===== config.mk =====
export PLATFORM = sky130hd
export DESIGN_NAME = ethstream_tx_arbiter
export DESIGN_NICKNAME = d
export VERILOG_FILES = /design/src/rtl/ethstream_tx_arbiter.sv
export SDC_FILE = /design/constraint.sdc
export NUM_CORES = 1
export LEC_CHECK = 0
export BUFFER_PORTS_ARGS = -buffer_cell sky130_fd_sc_hd__clkbuf_2
export CORE_AREA = 2 2 49 84
export CTS_CLUSTER_DIAMETER = 30
export DETAILED_ROUTE_END_ITERATION = 8
export DIE_AREA = 0 0 51 86
export GPL_ROUTABILITY_DRIVEN = 0
export PLACE_DENSITY_LB_ADDON = 0.05
export SLEW_MARGIN = 20
export SYNTH_ARGS = -nofsm -noshare
export SYNTH_HDL_FRONTEND = slang
export SYNTH_SLANG_ARGS = --single-unit
export TNS_END_PERCENT = 10

===== constraint.sdc =====
create_clock -name clk -period 4.3 [get_ports clk]
set_input_delay 0.645 -clock clk [delete_from_list [all_inputs] [get_ports clk]]
set_output_delay 0.645 -clock clk [all_outputs]
set_load 0.005 [all_outputs]

===== src/rtl/ethstream_tx_arbiter.sv =====
// -----------------------------------------------------------------------------
// ethstream_tx_arbiter
//
// Packet-granular round-robin arbiter in front of the Ethernet streamer's UDP
// transmit stream. NUM_SRC byte-wide AXI-Stream sources each deliver packets
// already framed for the streamer (2-byte length header LSB first, payload,
// tlast on the final payload byte). A grant is held for a whole packet and
// only released after the tlast handshake, so headers and payloads of
// different sources never interleave. New packets are started only while
// stream_linked is high.
//
// Valid/ready: a byte moves on a rising clk edge when the granted source's
// s_axis_tvalid and m_axis_tready are both high; s_axis_tready of the granted
// source is m_axis_tready passed straight through, every other ready is 0,
// and nothing is buffered inside the block.
//
// Optional feature (compile-time macro ETHSTREAM_TX_ARB_STATS_EN):
//   defined   -> pkt_count holds one 16-bit wrapping completed-packet counter
//                per source, cleared only by aresetn.
//   undefined -> pkt_count is tied to zero and no counter flops exist.
//
// Ports:
//   clk            single clock
//   aresetn        asynchronous active-low reset
//   stream_linked  UDP destination established; gates new grants only
//   s_axis_tdata   source data, source i at [8*i +: 8]
//   s_axis_tvalid  per-source valid
//   s_axis_tlast   per-source last
//   s_axis_tready  per-source ready
//   m_axis_tdata   data to the streamer
//   m_axis_tvalid  valid to the streamer
//   m_axis_tlast   last to the streamer
//   m_axis_tready  ready from the streamer
//   grant_idx      index of the current or most recent grant
//   busy           high while a packet is being passed (FSM in PASS); this
//                  is the externally visible FSM state
//   pkt_count      per-source completed-packet counters, source i at [16*i +: 16]
//
// Parameters:
//   NUM_SRC   number of sources, legal range 2..8
//   SEL_BITS  width of grant_idx, 2**SEL_BITS must be >= NUM_SRC
// -----------------------------------------------------------------------------
module ethstream_tx_arbiter #(
   parameter int NUM_SRC  = 4,
   parameter int SEL_BITS = 3
) (
   input  logic                    clk,
   input  logic                    aresetn,
   input  logic                    stream_linked,
   input  logic [NUM_SRC*8-1:0]    s_axis_tdata,
   input  logic [NUM_SRC-1:0]      s_axis_tvalid,
   input  logic [NUM_SRC-1:0]      s_axis_tlast,
   output logic [NUM_SRC-1:0]      s_axis_tready,
   output logic [7:0]              m_axis_tdata,
   output logic                    m_axis_tvalid,
   output logic                    m_axis_tlast,
   input  logic                    m_axis_tready,
   output logic [SEL_BITS-1:0]     grant_idx,
   output logic                    busy,
   output logic [NUM_SRC*16-1:0]   pkt_count
);

   // FSM encoding
   localparam logic [0:0] ST_IDLE = 1'b0;
   localparam logic [0:0] ST_PASS = 1'b1;

   // Reset value of last_grant: the highest index, so that the rotating scan
   // starts at source 0 after reset.
   localparam logic [SEL_BITS-1:0] LAST_GRANT_RST = SEL_BITS'(NUM_SRC - 1);

   logic [0:0]          state;
   logic [SEL_BITS-1:0] last_grant;

   // Signals of the currently granted source
   logic [7:0]          g_tdata;
   logic                g_tvalid;
   logic                g_tlast;
   logic [NUM_SRC-1:0]  g_onehot;

   logic                in_pass;
   logic                pkt_done;

   // Arbitration result
   logic                req_any;
   logic [SEL_BITS-1:0] pick_idx;

   assign in_pass = (state == ST_PASS);
   assign busy    = in_pass;

   // --------------------------------------------------------------------------
   // Granted-source selection. Compare against each legal index instead of
   // indexing with grant_idx directly, so grant_idx may be wider than needed
   // without out-of-range reads.
   // --------------------------------------------------------------------------
   always_comb begin
      g_tdata  = '0;
      g_tvalid = 1'b0;
      g_tlast  = 1'b0;
      g_onehot = '0;
      for (int i = 0; i < NUM_SRC; i++) begin
         if (grant_idx == SEL_BITS'(i)) begin
            g_tdata     = s_axis_tdata[8*i +: 8];
            g_tvalid    = s_axis_tvalid[i];
            g_tlast     = s_axis_tlast[i];
            g_onehot[i] = 1'b1;
         end
      end
   end

   // --------------------------------------------------------------------------
   // Output path: purely combinational from the registered grant, forced to
   // zero outside PASS so that IDLE (and reset) present a quiet interface.
   // --------------------------------------------------------------------------
   assign m_axis_tdata  = in_pass ? g_tdata : 8'h00;
   assign m_axis_tvalid = in_pass & g_tvalid;
   assign m_axis_tlast  = in_pass & g_tlast;
   assign s_axis_tready = {NUM_SRC{in_pass & m_axis_tready}} & g_onehot;

   // Final byte of the packet is accepted by the streamer this cycle
   assign pkt_done = in_pass & g_tvalid & m_axis_tready & g_tlast;

   // --------------------------------------------------------------------------
   // Round-robin pick: scan last_grant+1, last_grant+2, ... modulo NUM_SRC and
   // take the first requester. Because last_grant itself is scanned last, a
   // source that just finished has the lowest priority in the next decision.
   // The inner loop compares the rotated candidate with constant indices so
   // every request bit is selected with a static index.
   // --------------------------------------------------------------------------
   always_comb begin
      int cand;
      cand     = 0;
      req_any  = 1'b0;
      pick_idx = last_grant;
      for (int k = 1; k <= NUM_SRC; k++) begin
         cand = int'(last_grant) + k;
         if (cand >= NUM_SRC) begin
            cand = cand - NUM_SRC;
         end
         for (int i = 0; i < NUM_SRC; i++) begin
            if (!req_any && (cand == i) && s_axis_tvalid[i]) begin
               req_any  = 1'b1;
               pick_idx = SEL_BITS'(i);
            end
         end
      end
   end

   // --------------------------------------------------------------------------
   // FSM. IDLE uses the current stream_linked value, so a link drop in the
   // decision cycle blocks the grant. Once in PASS the link is ignored and the
   // packet always finishes. Every packet is followed by at least one IDLE
   // cycle.
   // --------------------------------------------------------------------------
   always_ff @(posedge clk or negedge aresetn) begin
      if (!aresetn) begin
         state      <= ST_IDLE;
         grant_idx  <= '0;
         last_grant <= LAST_GRANT_RST;
      end else begin
         case (state)
            ST_IDLE: begin
               if (stream_linked && req_any) begin
                  grant_idx <= pick_idx;
                  state     <= ST_PASS;
               end
            end
            ST_PASS: begin
               if (pkt_done) begin
                  last_grant <= grant_idx;
                  state      <= ST_IDLE;
               end
            end
            default: begin
               state <= ST_IDLE;
            end
         endcase
      end
   end

   // --------------------------------------------------------------------------
   // Per-source completed-packet counters
   // --------------------------------------------------------------------------
`ifdef ETHSTREAM_TX_ARB_STATS_EN
   logic [15:0] cnt_q [NUM_SRC];

   always_ff @(posedge clk or negedge aresetn) begin
      if (!aresetn) begin
         for (int i = 0; i < NUM_SRC; i++) begin
            cnt_q[i] <= 16'h0000;
         end
      end else if (pkt_done) begin
         for (int i = 0; i < NUM_SRC; i++) begin
            // 16-bit add wraps 0xFFFF -> 0x0000 naturally
            if (g_onehot[i]) begin
               cnt_q[i] <= cnt_q[i] + 16'd1;
            end
         end
      end
   end

   always_comb begin
      pkt_count = '0;
      for (int i = 0; i < NUM_SRC; i++) begin
         pkt_count[16*i +: 16] = cnt_q[i];
      end
   end
`else
   assign pkt_count = '0;
`endif

endmodule


After elaboration in Yosys (flattened, before gate mapping)
Index checks and enable logic that the tools add are counted.
{"block": "totals", "regBits": 7, "latch_bits": 0, "ramBits": 0, "mem_bits_ro": 0, "inputBits": 44, "out_inout_bits": 82, "n_memories": 0}
{"block": "op_classes", "addsub": 8, "mul": 0, "div_mod_pow": 0, "magnitude_cmp": 4, "eq_ne": 15, "shifts": 0, "muxes": 56, "bitwise_logic": 7, "reduce_logical": 54}
{"op": "equality test 32 x 3 -> 1 bit (second input constant)", "n": 8}
{"op": "equality test 32 x 2 -> 1 bit (second input constant)", "n": 4}
{"op": "logical NOT 32 bit", "n": 4}
{"op": "2-to-1 mux 32 bit", "n": 4}
{"op": "2-to-1 mux 3 bit", "n": 16}
{"op": "2-to-1 mux 8 bit", "n": 5}
{"op": "logical AND 1 bit", "n": 32}
{"op": "2-to-1 mux 1 bit", "n": 30}
{"op": "subtractor 4 x 3 -> 5 bit (second input constant)", "n": 4}
{"op": "greater-or-equal comparator 4 x 3 -> 1 bit (second input constant)", "n": 4}
{"op": "logical NOT 1 bit", "n": 15}
{"op": "adder 3 x 2 -> 4 bit (second input constant)", "n": 2}
{"op": "equality test 3 x 2 -> 1 bit (second input constant)", "n": 2}
{"op": "AND 1 bit", "n": 5}
{"op": "adder 3 x 1 -> 4 bit (second input constant)", "n": 1}
{"op": "adder 3 x 3 -> 4 bit (second input constant)", "n": 1}
{"op": "AND 4 bit", "n": 1}
{"op": "AND reduction 2 bit", "n": 2}
{"op": "equality test 3 x 1 -> 1 bit (second input constant)", "n": 1}
{"op": "logical NOT 3 bit", "n": 1}
{"op": "one-hot mux 1 bit (2 select lines)", "n": 1}
{"op": "inverter 1 bit", "n": 1}

Longest topological paths before layout
Gate-level depths: netlist (run 1).
{"block": "depth", "depth_word": 69, "ltp_mapped": 8, "depth_no_buf": 7}

Worst setup path after synthesis (run 1)
OpenSTA, ideal clock, no wires.
{"block": "synth_timing", "path_type": "reg2reg", "from": "register last_grant[1]", "to": "register state (netlist: busy)", "setup_time_ns": 0.118, "arrival_time_ns": 2.156, "t_required_ns": 4.182, "path_slack_ns": 2.026, "stages_incl_launch_ff": 9, "path_buffers": 1, "period_less_slack_ns": 2.274, "path_cell_list": "dfstp_2 -> clkbuf_1 -> inv_1 -> ha_1 -> nor2_1 -> and3_1 -> o211ai_1 -> a31oi_2 -> a21o_1"}
{"block": "synth_via", "elab_chain_len": 69, "word_cells_on_any_way": 97, "cone_classes": "add/sub (8); order compare (4); eq/ne (12); mux (22); reduce/logical (51)"}
{"item": "start, declared", "line_no": "72", "source": "logic [SEL_BITS-1:0] last_grant;"}
{"item": "start signal, assigned", "line_no": "169", "source": "last_grant <= grant_idx;"}
{"item": "adder 3 x 1 -> 4 bit", "line_no": "135", "source": "cand = int'(last_grant) + k;"}
{"item": "subtractor 4 x 3 -> 5 bit / greater-or-equal comparator 4 x 3 -> 1 bit (equally long branches)", "line_no": "137, 136"}
{"item": "2-to-1 mux 32 bit", "line_no": "136", "source": "if (cand >= NUM_SRC) begin"}
{"item": "logical NOT 32 bit", "line_no": "140", "source": "if (!req_any && (cand == i) && s_axis_tvalid[i]) begin"}
{"item": "logical AND 1 bit", "line_no": "140"}
{"item": "2-to-1 mux 1 bit", "line_no": "140"}
{"item": "logical NOT 1 bit", "line_no": "140"}
{"item": "logical AND 1 bit (2 in series)", "line_no": "140"}
{"item": "[50 not listed]"}
{"item": "logical AND 1 bit (2 in series)", "line_no": "140"}
{"item": "2-to-1 mux 1 bit", "line_no": "140"}
{"item": "logical NOT 1 bit", "line_no": "140"}
{"item": "logical AND 1 bit (2 in series)", "line_no": "140"}
{"item": "2-to-1 mux 1 bit (*)", "line_no": "140"}
{"item": "logical AND 1 bit (*)", "line_no": "162", "source": "if (stream_linked && req_any) begin"}
{"item": "2-to-1 mux 1 bit (*)", "line_no": "162"}
{"item": "one-hot mux 1 bit (2 select lines) (*)", "line_no": "160", "source": "case (state)"}
{"item": "end signal, assigned", "line_no": "156", "source": "state <= ST_IDLE;"}
{"item": "end signal, assigned", "line_no": "164", "source": "state <= ST_PASS;"}
{"item": "end signal, assigned", "line_no": "170", "source": "state <= ST_IDLE;"}
{"item": "end, declared", "line_no": "71", "source": "logic [0:0] state;"}
Mark *: on every way between the ends. The rest lies on a longest branch, timed or not.
A chain may end at the register's enable or synchronous reset.

Worst setup path in the final report (run 1)
{"block": "layout_timing", "from": "register grant_idx[0]", "to": "output port m_axis_tvalid"}
{"block": "layout_via", "elab_chain_len": 6, "word_cells_on_any_way": 9, "cone_classes": "eq/ne (3); mux (4); bitwise (1); reduce/logical (1)"}
{"item": "start, declared", "line_no": "58", "source": "output logic [SEL_BITS-1:0] grant_idx,"}
{"item": "start signal, assigned", "line_no": "163", "source": "grant_idx <= pick_idx;"}
{"item": "logical NOT 3 bit", "line_no": "101", "source": "if (grant_idx == SEL_BITS'(i)) begin"}
{"item": "2-to-1 mux 1 bit (3 in series)", "line_no": "101"}
{"item": "2-to-1 mux 1 bit (*)", "line_no": "101"}
{"item": "AND 1 bit (*)", "line_no": "115", "source": "assign m_axis_tvalid = in_pass & g_tvalid;"}
{"item": "end, declared", "line_no": "55", "source": "output logic m_axis_tvalid,"}
Marked as above.

==> flow_summary_export.csv, run 1 <==
group,metric,value,unit
routing,totalWireLength,3600,um
clock_network,post-cts-setup-buffers,0,
yosys,yosys.area_share.simple,17.2,%
power_and_ir_drop,p_leak,0.876,nW
placement,place_inst,294,
final_layout,final_cells,298,
worst_setup_path,start_kind,"register",
sta,post-route-period-util,57.0,%
routing,met3WireLength,255,um
yosys,synth_cells,197,
die,die_area,4390,um^2
clock_network,cts_buffer_depth,2,
yosys,synth_area,1530,um^2
die,num_rows,29,
run,maxCapViolations,0,
yosys,synth_top_family_by_area,"buffers and inverters",
routing,antenna_left,0,
worst_setup_path,critPathKind,"reg -> out",
sta,rsz0062_at_grt,"no",
final_layout,register_area,178,um^2
sta,hold_viol_final,0,
yosys,synth_xor_area_share,0,%
final_layout,final_common_cell,"conb_1",
die,coreArea,3660,um^2
routing,dr_wl_met2,2080,um
sta,maxSlewHeadroom,58.2,%
final_layout,areaGrowthSynthToFinish,8.44,%
clock_network,cts.sinks,7,
global_route,grt.overflow.total,0,
final_layout,finalCoreUtilization,45.2,%
routing,top_layer_used,"met4",
final_layout,nFillCells,425,
sta,worstMarginPinSlew,0.628,ns
routing,vias,1365,
die,start_util,41.7,%
worst_setup_path,end_kind,"output port",
sta,layout_min_cycle_time,2.45,ns
yosys,postSynthAreaPerCell,7.75,um^2
sta,finClkSkew,0.00203,ns
routing,drt-pass1-iter-count,4,
die,io-pin-count,126,
sta,setup_viol,0,
final_layout,nNetsFinal,303,
yosys,synth_compound_area_share,19.7,%
final_layout,layout_common_cells,"64 x conb_1, 61 x clkbuf_2, 13 x nor2_1",
placement,io_buffers,61,
final_layout,multi_input_area,1050,um^2
power_and_ir_drop,p_per_area,492,nW/um^2
yosys,yosys_register_bits,7,
worst_setup_path,cp_max_fo,16,
final_layout,drive_above_1_share,32.9,%
routing,drc,0,
routing,wire_per_inst,12.1,um
sta,fmax,0.408,GHz
final_layout,diodes,0,
worst_setup_path,cp.required,3.65,ns
run_status,status,"complete, no violations",
yosys,yosysSeqAreaShare,11.6,%
placement,hpwl,3060,um
yosys,yosys_warnings,0,
clock_network,cts_resized,0,
routing,drt_iter0_drc,25,
clock_network,clock_latency,0.23,ns
clock_network,cts_max_level,1,
clock_network,cts_hold_buf,0,
yosys,synth_fa_ha_area_share,4.91,%
sta,setup_tns,0,ns
worst_setup_path,arrival,1.80,ns
routing,viasPerCell,4.58,
clock_network,cts_tree,"done",
routing,wl_met1,1190,um
clock_network,cts_buffers,3,
global_route,grt_antenna_before_repair,0,
global_route,grt_usage,16.2,%
clock_network,cts-root-buf,"clkbuf_8",
sta,drv_slew,0,
global_route,grt_start_max_net_pins,19,
hold_path,worst_hold_path_type,"in -> async",
die,die_y,86,um
global_route,grt_pass1_vias,1249,
yosys,synth.area.mux_share,11.3,%
clock_network,clkTransAtPathRegs,0.04,ns
yosys,synth.distinct_cells,42,
die,die_w,51,um
power_and_ir_drop,ir_drop,250,uV
global_route,grt_pass1_wl,5460,um
## cells by family after synthesis
logic type,count (synthesis)
adder cells (fa/ha/maj),6
buffers and inverters,78
other,1
AND/OR/NAND/NOR,49
flip-flops,7
multiplexers,13
AO/OA/AOI/OAI,43
## layer usage
layer | vias to the layer above | global-route usage (%)
met2 | 74 | 32.5
met3 | 5 | 1.05
li1 | 659 | -
met4 | 0 | 7.37
met5 | - | 0
met1 | 627 | 15.9
## layout make-up
type | count | share of cell area [%]
Clock buffer | 4 | 2.72
Inverter | 5 | 1.13
Multi-Input combinational cell | 175 | 63.5
Sequential cell | 7 | 10.7
Tap cell | 46 | 3.47
Timing Repair Buffer | 61 | 18.4
## synth_stat cells, drive strengths merged
library cell,n,area [um^2]
nor3b,1,7.51
a2bb2oi,1,8.76
nand2b,6,37.5
nand2,8,30.0
a2111oi,1,27.5
o21a,1,7.51
a211oi,2,15.0
nor4,1,6.26
or2b,1,7.51
nand3b,4,30.0
nor3,1,5.00
conb,1,3.75
or2,1,6.26
mux4,2,45.0
buf,65,485
nor4b,1,8.76
o41ai,1,8.76
and2,5,31.3
o211ai,1,7.51
clkbuf,8,30.0
o21ai,13,65.1
o21bai,1,7.51
o22ai,11,68.8
nand4,1,6.26
dfrtp,5,125
dfstp,2,52.6
and3,1,6.26
nor2,13,48.8
inv,5,18.8
a21oi,4,20.0
ha,6,75.1
a21o,2,15.0
o31ai,1,7.51
a31oi,2,18.8
o221ai,1,15.0
a211o,1,8.76
nor2b,5,31.3
mux2,11,128
## power by group
| part | leakage, nW | internal (mW) | switching (mW) | total, mW |
|---|---|---|---|---|
| Combinational | 0.770 | 0.269 | 0.261 | 0.531 |
| Sequential | 0.0827 | 0.0954 | 0.0950 | 0.190 |
| Clock | 0.0228 | 0.0642 | 0.0292 | 0.0934 |
| Total | 0.876 | 0.429 | 0.386 | 0.814 |
## state kept, by name, summed over array words and instances, names as in the netlist
register	cells
busy	1
grant_idx	3
last_grant	3
## per-stage QoR
step / setup WS [ns] / area, um^2 / hold slack, ns / power [mW]
global placement: 2.00 / 1610 / 0.490 / 0.732
floorplan: 2.03 / 1760 / 0.349 / 0.592
global route: 1.65 / 1660 / 0.247 / 0.906
CTS: 1.81 / 1660 / 0.244 / 0.827
detailed placement: 1.96 / 1610 / 0.492 / 0.727
finish: 1.85 / 1660 / 0.243 / 0.814
## worst paths after layout
check	endpoint	from	slack, ns	depth (start not counted)
min in group clk	last_grant[2]	last_grant[2]	0.57	1
hold reg to reg	last_grant[2]	last_grant[2]	0.57	1
setup / recovery	m_axis_tvalid	grant_idx[0]	1.85	3
max in group asynchronous	last_grant[1]	aresetn	3.82	1
hold / removal	grant_idx[0]	aresetn	0.24	1
setup reg to reg	busy	last_grant[1]	1.95	7
## worst max-delay path: stages (launching register included)
cell      delay, ns
dfrtp_1        0.69
mux4_2         0.60
and2_1         0.17
clkbuf_2       0.11
Power figures use the tool's default switching activity.
==> run 2, diff against run 1 <==
--- a/config.mk
+++ b/config.mk
@@ -5,11 +5,12 @@
 export SDC_FILE = /design/constraint.sdc
 export NUM_CORES = 1
 export LEC_CHECK = 0
+export ABC_AREA = 1
 export BUFFER_PORTS_ARGS = -buffer_cell sky130_fd_sc_hd__clkbuf_2
-export CORE_AREA = 2 2 49 84
+export CORE_AREA = 2 2 54 93
 export CTS_CLUSTER_DIAMETER = 30
 export DETAILED_ROUTE_END_ITERATION = 8
-export DIE_AREA = 0 0 51 86
+export DIE_AREA = 0 0 56 95
 export GPL_ROUTABILITY_DRIVEN = 0
 export PLACE_DENSITY_LB_ADDON = 0.05
 export SLEW_MARGIN = 20
==> constraint.sdc (replaced) <==
create_clock -name clk -period 2 [get_ports clk]
set_input_delay 0.3 -clock clk [delete_from_list [all_inputs] [get_ports clk]]
set_output_delay 0.3 -clock clk [all_outputs]
set_load 0.005 [all_outputs]
==> run 2 against run 1 <==
Against the previous run:
- the flow now finishes with violations (negative setup slack)
- sequential share of layout area is 2.0 points lower
- combinational power increased to 4.0 times the previous value
- non-clock buffer count increased by 27
- die area increased by 21%
- count of clock-buffer cells in the layout is the same
- critical path type is now reg -> reg
- largest power group unchanged
==> flow_summary_export.csv, run 2 <==
group,metric,value,unit
sta,drv_slew,0,
clock_network,cts_tree,"done",
yosys,yosys-top-cells-count,"64 x buf_4, 37 x nand2_1, 27 x nand3_1",
clock_network,clock_latency,0.23,ns
global_route,grt_start_max_net_pins,18,
yosys,yosys_register_bits,7,
final_layout,drive_above_1_share,38.5,%
final_layout,final_cells,392,
final_layout,areaGrowthSynthToFinish,25.9,%
routing,dr_wl_met2,2400,um
routing,top_layer_used,"met4",
worst_setup_path,arrival,2.24,ns
worst_setup_path,critPathKind,"reg -> reg",
final_layout,diodes,0,
die,coreArea,4620,um^2
routing,drt_iter0_drc,8,
yosys,postSynthAreaPerCell,6.37,um^2
die,die_y,95,um
sta,finClkSkew,0.00292,ns
power_and_ir_drop,p_leak,1.19,nW
yosys,ys_async_sr_fraction,100,%
sta,hold_viol_final,0,
hold_path,worst_hold_path_type,"in -> reg",
die,io-pin-count,126,
sta,setup_viol,4,
die,die_w,56,um
final_layout,layout_common_cells,"64 x conb_1, 61 x clkbuf_2, 36 x nand2_1",
die,start_util,35.1,%
yosys,yosysSeqAreaShare,10.9,%
clock_network,cts_buffers,3,
clock_network,cts_max_level,1,
routing,drc,0,
run_status,violations,"negative setup slack",
final_layout,final_common_cell,"conb_1",
placement,hpwl,3740,um
global_route,grt_pass1_wl,6730,um
yosys,yosysTopAreaCell,"buf_4",
clock_network,clkTransAtPathRegs,0.04,ns
sta,fmax,0.471,GHz
placement,post-place-ws,-0.167,ns
routing,met3WireLength,278,um
yosys,synth_area,1630,um^2
global_route,grt_pass1_vias,1579,
routing,wl_met1,1390,um
routing,totalWireLength,4260,um
power_and_ir_drop,total_power,2.59,mW
yosys,synth.top_cell.area_share,29.6,%
sta,worst_slack,-0.124,ns
clock_network,cts-root-buf,"clkbuf_8",
worst_setup_path,end_kind,"register",
die,die_area,5320,um^2
yosys,ys.flop_type,"dfrtp_1",
global_route,grt_antenna_before_repair,0,
yosys,synthTopCellsByArea,"buf_4 30%, nand2_1 8.5%, nand3_1 8.3%, dfrtp_1 7.7%, o21ai_0 5.5%",
worst_setup_path,start_kind,"register",
global_route,grt_usage,16.2,%
run,maxCapViolations,0,
power_and_ir_drop,p_per_area,1260,nW/um^2
clock_network,cts_buffer_depth,2,
yosys,yosys_warnings,0,
global_route,grt.overflow.total,0,
worst_setup_path,cp_max_fo,4,
clock_network,cts.sinks,7,
worst_setup_path,cp.required,2.11,ns
sta,layout_min_cycle_time,2.12,ns
yosys,synth_cells,255,
yosys,synth-edff-count,0,
routing,antenna_left,0,
yosys,synth.distinct_cells,30,
sta,post-route-period-util,106,%
placement,place_inst,385,
sta,rsz0062_at_grt,"yes",
yosys,yosys.cell_count.top_type,"buf_4",
routing,wire_per_inst,10.9,um
final_layout,finalCoreUtilization,44.3,%
power_and_ir_drop,ir_drop,625,uV
final_layout,nNetsFinal,391,
routing,vias,1699,
routing,drt-pass1-iter-count,4,
die,num_rows,33,
routing,viasPerCell,4.33,
placement,io_buffers,61,
run_status,status,"finished, violations left",
==> run 2: cell types whose count changed after synthesis, sizes merged, moves of 5 or more <==
cell | before | now
nand2 | 8 | 44
nand3 | 0 | 31
inv | 5 | 26
mux2 | 11 | 0
o22ai | 11 | 0
nor2 | 13 | 23
o21ai | 13 | 21
a21oi | 4 | 11
nand2b | 6 | 0
and2 | 5 | 0
nor2b | 5 | 0
==> run 2: worst paths after layout <==
| check | from | endpoint | slack (ns) | cells past startpoint |
|---|---|---|---|---|
| worst min-delay path | stream_linked | grant_idx[1] | 0.43 | 5 |
| worst min register to register | grant_idx[1] | grant_idx[1] | 0.54 | 2 |
| worst max register to register | last_grant[1] | busy | -0.12 | 16 |
| min in group asynchronous | aresetn | busy | 0.44 | 2 |
| worst max-delay path | last_grant[1] | busy | -0.12 | 16 |
| max in group asynchronous | aresetn | last_grant[0] | 1.32 | 2 |
==> run 2: stage by stage <==
stage | hold WS [ns] | setup TNS [ns] | instance area (um^2)
floorplan | 0.00441 | -0.359 | 1880
global placement | 0.154 | -0.488 | 1920
detailed placement | 0.154 | -0.567 | 1920
CTS | 0.429 | -0.502 | 2010
global route | 0.447 | -1.30 | 2050
finish | 0.430 | -0.413 | 2050
==> run 2: final cells by class <==
cell class / instances / area [um^2]
clock buffer: 4 / 45.0
fill: 531 / 2580
inverter: 26 / 103
multi-input combinational: 215 / 1140
sequential: 7 / 178
tap: 52 / 65.1
timing repair buffer: 88 / 514
==> run 2: critical path: stages (launching register included) <==
cell and delay [ns]:
dfstp_2 0.58, inv_4 0.06, ha_4 0.24, inv_2 0.05, nor2_2 0.03, nand2_1 0.06
nand2_2 0.09, nand2_4 0.09, nand3_4 0.08, nor2_4 0.09, nand4_2 0.08, nor2_2 0.10
nand3_1 0.09, nor2_2 0.10, nand3_2 0.11, nand2_2 0.10, o21ai_1 0.06
==> run 2: power breakdown <==
group | total [mW] | switching (mW) | leakage, nW | internal (mW)
clock network | 0.202 | 0.0637 | 0.0228 | 0.138
logic | 2.10 | 1.16 | 1.09 | 0.932
registers | 0.290 | 0.0786 | 0.0840 | 0.212
==> run 2: per-layer routing <==
layer | vias to the layer above | GRT usage, %
met5 | - | 0
met4 | 0 | 10.3
met3 | 15 | 1.37
met2 | 82 | 32.8
met1 | 728 | 14.8
li1 | 874 | -
==> run 2: logic make-up (layout without fill, tap and decap cells) <==
logic type,Yosys count,after routing,synth area share [%]
flops,7,7,10.9
fa+ha+maj,6,6,4.62
compound gates,38,38,12.9
simple gates,107,107,33.9
other cells,1,64,0.231
buf+inv,96,118,37.4
==> run 2: what timing repair did <==
| action | CTS | global route |
|---|---|---|
| hold buffers | 1 | 0 |
| hold endpoints to repair | 5 | 0 |
| gates resized for setup | 7 | 12 |
| pin swaps | 3 | 1 |
| gates cloned | 0 | 0 |
| setup buffers | 2 | 0 |
| setup endpoints to repair | 14 | 14 |
